--- config.mk ---
export PLATFORM = sky130hd
export DESIGN_NAME = seq_magnitude_comparator
export DESIGN_NICKNAME = d
export VERILOG_FILES = /design/src/rtl/seq_magnitude_comparator.sv
export SDC_FILE = /design/constraint.sdc
export NUM_CORES = 1
export LEC_CHECK = 0
export CORE_MARGIN = 10
export CORE_UTILIZATION = 50
export CTS_CLUSTER_DIAMETER = 40
export CTS_CLUSTER_SIZE = 20
export DETAILED_ROUTE_END_ITERATION = 12
export PLACE_DENSITY = 0.87
export REMOVE_ABC_BUFFERS = 1
export SLEW_MARGIN = 30
export SYNTH_ARGS = -nofsm -noshare
export SYNTH_HDL_FRONTEND = slang
export SYNTH_SLANG_ARGS = --single-unit
--- constraint.sdc ---
create_clock -name clk -period 2.15 [get_ports clk]
set_input_delay 0.645 -clock clk [delete_from_list [all_inputs] [get_ports clk]]
set_output_delay 0.645 -clock clk [all_outputs]
set_load 0.05 [all_outputs]
--- src/rtl/seq_magnitude_comparator.sv ---
// Multi-cycle magnitude comparator: scans both operands MSB-first, DIGIT bits per
// clock, and stops at the first differing slice. Signed mode uses offset binary.
module seq_magnitude_comparator #(
  parameter int WIDTH = 16,
  parameter int DIGIT = 4
) (
  input  logic             clk,
  input  logic             rst,
  input  logic             start,
  input  logic             signed_mode,
  input  logic [WIDTH-1:0] A,
  input  logic [WIDTH-1:0] B,
  output logic             busy,
  output logic             done,
  output logic             A_gt_B,
  output logic             A_eq_B,
  output logic             A_ls_B
);

  localparam int N  = WIDTH / DIGIT;
  localparam int CW = (N > 1) ? $clog2(N) : 1;

  localparam logic [0:0] S_IDLE    = 1'b0;
  localparam logic [0:0] S_COMPARE = 1'b1;

  // Flipping the sign bit maps two's complement onto offset binary, so an
  // unsigned slice compare gives the signed ordering.
  localparam logic [WIDTH-1:0] SIGN_MASK = WIDTH'(1) << (WIDTH - 1);

  logic [0:0]       r_state;
  logic [WIDTH-1:0] r_a;
  logic [WIDTH-1:0] r_b;
  logic [CW-1:0]    r_cnt;
  logic             r_busy;
  logic             r_done;
  logic             r_gt;
  logic             r_eq;
  logic             r_ls;

  logic [DIGIT-1:0] w_slice_a;
  logic [DIGIT-1:0] w_slice_b;
  logic             w_last;

  assign w_slice_a = r_a[WIDTH-1 -: DIGIT];
  assign w_slice_b = r_b[WIDTH-1 -: DIGIT];
  assign w_last    = (r_cnt == CW'(N - 1));

  // NOTE: all state updates use non-blocking assignments so every register
  // samples the pre-edge values of the others, regardless of statement order.
  always_ff @(posedge clk) begin
    if (rst) begin
      r_state <= S_IDLE;
      r_a     <= '0;
      r_b     <= '0;
      r_cnt   <= '0;
      r_busy  <= 1'b0;
      r_done  <= 1'b0;
      r_gt    <= 1'b0;
      r_eq    <= 1'b0;
      r_ls    <= 1'b0;
    end else begin
      // NOTE: done defaults low every edge, which makes it a single-cycle pulse.
      r_done <= 1'b0;
      case (r_state)
        S_IDLE: begin
          if (start) begin
            r_a     <= signed_mode ? (A ^ SIGN_MASK) : A;
            r_b     <= signed_mode ? (B ^ SIGN_MASK) : B;
            r_cnt   <= '0;
            r_busy  <= 1'b1;
            r_state <= S_COMPARE;
          end
        end
        S_COMPARE: begin
          if (w_slice_a != w_slice_b) begin
            r_gt    <= (w_slice_a > w_slice_b);
            r_eq    <= 1'b0;
            r_ls    <= (w_slice_a < w_slice_b);
            r_done  <= 1'b1;
            r_busy  <= 1'b0;
            r_state <= S_IDLE;
          end else if (w_last) begin
            r_gt    <= 1'b0;
            r_eq    <= 1'b1;
            r_ls    <= 1'b0;
            r_done  <= 1'b1;
            r_busy  <= 1'b0;
            r_state <= S_IDLE;
          end else begin
            r_a   <= r_a << DIGIT;
            r_b   <= r_b << DIGIT;
            r_cnt <= r_cnt + CW'(1);
          end
        end
        default: r_state <= S_IDLE;
      endcase
    end
  end

  assign busy   = r_busy;
  assign done   = r_done;
  assign A_gt_B = r_gt;
  assign A_eq_B = r_eq;
  assign A_ls_B = r_ls;

endmodule

==> PnR_summary.wiki <==
{| class="wikitable"
! Metric !! Value
|-
| Wire per inst || approximately 14 um
|-
| Area of combinational cells with multiple inputs || around 990 um^2
|-
| Biggest area consumer among synthesized cells || sky130_fd_sc_hd__dfxtp_1
|-
| Sort of element at the end of the critical path || output port
|-
| CTS H-tree depth || 2
|-
| Critical path launch point type || flip-flop
|-
| Yosys cell types || 27
|-
| Worst Clk Skew || around 0.0048 ns
|-
| Yosys reg bits || 40
|-
| Max Freq || between 0.4 and 0.5 GHz
|-
| Data arrival time of the critical path || 1.44 ns
|-
| Pins Over Slew Limit || 0
|-
| Buffers added on ports || 40
|-
| Hold Path Sink || r_a[3]
|-
| Post-Synthesis Cell Area || roughly 1900 um^2
|-
| Sequential cell area fraction in the yosys report || about two fifths
|-
| Total negative slack for setup checks || 0 ns
|-
| Critical path launch point || A_eq_B
|-
| Depth of the most critical reg-to-reg path || 7
|-
| Most frequently used flop master after synthesis || sky130_fd_sc_hd__dfxtp_1
|-
| Most frequent cell after synthesis || sky130_fd_sc_hd__dfxtp_1
|-
| Worst-path cell with the longest stage delay || sky130_fd_sc_hd__clkdlybuf4s50_1
|-
| Transition time of the tightest slew-check pin || between 0.5 and 0.6 ns
|-
| CTS tree || yes
|-
| Post-CTS Resized || 0
|-
| Post-layout nets || about 280
|-
| Routed vias/inst || about 5.3
|-
| Largest cells by area after synthesis || sky130_fd_sc_hd__dfxtp_1 42%, sky130_fd_sc_hd__a211oi_2 13%, sky130_fd_sc_hd__mux2i_1 11%
|-
| Status || finished clean
|-
| Number of enable flip-flop cells after synthesis || 0
|-
| Number of hold violations in the final report || 0
|-
| Remaining max-slew budget at the tightest pin || between 60% and 70%
|-
| Delay of the slowest cell on the worst path || 0.81 ns
|-
| List of cells traversed by the critical path || clkdlybuf4s50_1
|-
| Total track usage || about 12%
|-
| Gate count after technology mapping || between 150 and 200
|-
| Count of maximum capacitance violations || 0
|-
| I/O pin count || 41
|-
| Post-route antenna net violation count || 0
|-
| Flop-to-flop setup slack || between 0.4 and 0.5 ns
|-
| CTS clk-pin slew, worst paths || 0.07 ns
|-
| Peak supply drop || roughly 0.45 mV
|-
| Unrepaired setup endpoints after global routing || false
|-
| Hold wc startpoint || r_a[3]
|-
| Yosys top cell area share || around two fifths
|-
| Hold Path Class || reg -> reg
|-
| Number of global-route vias before repair || 1455
|-
| Chip Width || ~82 um
|-
| Die height || 81.9 um
|-
| Number of antenna cells inserted || 0
|-
| Wire length reported by the detailed router || 3940 um
|-
| Start of the worst register-to-register path || r_b[15]
|-
| Fill cell count || 321
|-
| CP Data Required Time || around 1.5 ns
|-
| Number of core rows || 22
|-
| Worst-skew pair later-pin latency || roughly 0.29 ns
|-
| Maximum count of clock buffers along a single path || 2
|-
| RR Endpoint || r_b[7]
|-
| Postcts setup bufs || 0
|-
| Core utilization of the finished layout || between 60% and 70%
|-
| CORE AREA || about 3700 um^2
|-
| Power Density || ~760 nW/um^2
|-
| Leftover overflow at the end of global routing || 0
|-
| Total via count in the routed design || approximately 1.5k
|-
| Setup Crit Path Kind || reg -> out
|-
| Relative area change from synthesis to final layout || 27.2%
|-
| Wire length of the first global-routing pass || 6380 um
|-
| Largest net degree at the start of global routing || 21
|-
| Effective utilization at floorplan || 52.0%
|-
| Top post-synthesis cells by count || 40 x sky130_fd_sc_hd__dfxtp_1, 25 x sky130_fd_sc_hd__nor2_1, 22 x sky130_fd_sc_hd__mux2i_1
|-
| Maximum net fanout on the critical path || 2
|-
| Remaining DRCs || 0
|-
| Ys Warns || 0
|-
| Number of buffers created by CTS || 5
|-
| Ys async rst share || 0%
|-
| Routability Congestion || just under 0.8
|-
| Register cell area after layout || roughly 800 um^2
|-
| Reported leakage power || ~0.91 nW
|-
| Depth of the worst hold-timing path || 2
|-
| Portion of the clock cycle consumed by the worst path in the final layout || 97.0%
|-
| Antenna violations before repair || 0
|-
| Share of cells above drive strength 1 || 17.3%
|-
| Detailed Route Iter0 Violations || 110
|-
| Clock Tree Root || sky130_fd_sc_hd__clkbuf_8
|-
| Minimum period implied by the final worst setup slack || 2.09 ns
|-
| Full die area || 6710 um^2
|-
| Hold buffer count at CTS || 0
|-
| Buffers and inverters on the worst path || 1
|-
| First drt pass iteration count || 4
|-
| Clock sink total || 40
|-
| Average size of a mapped cell || 9.73 um^2
|-
| HPWL after detailed placement || just under 3000 um
|-
| Kind of cell with the highest combined delay on the critical path || buffers and inverters
|-
| # setup viols final || 0
|}
flip-flops by register name (all words and copies together) (netlist names):
name     cells
r_cnt        2
busy         1
A_eq_B       1
done         1
A_ls_B       1
A_gt_B       1
r_a         16
r_state      1
r_b         16
worst max path at each step:
stage	endpoint	slack, ns	cells after the start
2_1_floorplan	r_cnt[0]	-0.11	4
3_3_place_gp	r_b[7]	0.20	6
3_5_place_dp	r_b[7]	0.13	6
4_1_cts	A_eq_B	0.04	1
5_1_grt	A_eq_B	0.03	1
6_report	A_eq_B	0.06	1
placed cells by master, fill, tap and decap left out, types with 5 or more instances in the layout:
master / synthesis / layout
sky130_fd_sc_hd__nand3_1: 12 / 12
sky130_fd_sc_hd__a211oi_2: 20 / 20
sky130_fd_sc_hd__nand2_1: 16 / 16
sky130_fd_sc_hd__buf_4: 1 / 7
sky130_fd_sc_hd__inv_1: 6 / 6
sky130_fd_sc_hd__clkdlybuf4s50_1: 0 / 38
sky130_fd_sc_hd__mux2i_1: 22 / 22
sky130_fd_sc_hd__clkbuf_8: 0 / 6
sky130_fd_sc_hd__ha_1: 5 / 5
sky130_fd_sc_hd__nor2_1: 25 / 25
sky130_fd_sc_hd__a21oi_1: 15 / 15
sky130_fd_sc_hd__dfxtp_1: 40 / 39
final cells by class:
cell class	count	share of cell area, %
repair buffers	48	19.6
clock buffers	8	3.69
flip-flops and latches	40	32.9
multi-input cells	135	40.4
well taps	48	2.46
inverters	6	0.924
tightest hold or removal path, cell delays in order (launching register included):
cell,delay [ns]
sky130_fd_sc_hd__dfxtp_1,0.31
sky130_fd_sc_hd__nand3_1,0.06
sky130_fd_sc_hd__a21oi_1,0.05
per-layer routing:
metal	global-route usage [%]	wire, um	up-vias
met5	0	0	-
met2	19.0	1800	35
met1	14.8	1820	692
met4	4.59	65	0
li1	-	-	774
met3	4.80	252	6
logic make-up (layout without fill, tap and decap cells):
logic type      count (synthesis)  after routing  synth area share [%]
simple gates                   59             59                  13.8
xor+xnor                        2              2                 0.914
flops                          40             40                  41.8
mux                            23             23                  12.1
buf+inv                        22             62                  6.79
fa+ha+maj                       5              5                  3.26
compound gates                 46             46                  21.4
through the flow:
stage | area (um^2) | power, mW | setup WS [ns] | std cells | hold WS [ns]
4_1_cts | 2440 | 1.87 | 0.0449 | 285 | 0.471
6_report | 2440 | 1.86 | 0.0641 | 285 | 0.468
5_1_grt | 2440 | 1.95 | 0.0341 | 285 | 0.496
3_3_place_gp | 2350 | 1.35 | 0.202 | 277 | 0.452
3_5_place_dp | 2350 | 1.36 | 0.132 | 277 | 0.461
2_1_floorplan | 1810 | 1.17 | -0.105 | 181 | 0.437
report_power, final:
part,leakage [nW],switching (mW),internal (mW)
sequential,0.330,0.0489,0.818
combinational,0.532,0.247,0.232
clock,0.0455,0.248,0.262
No activity file was read; power rests on OpenSTA's default activity.
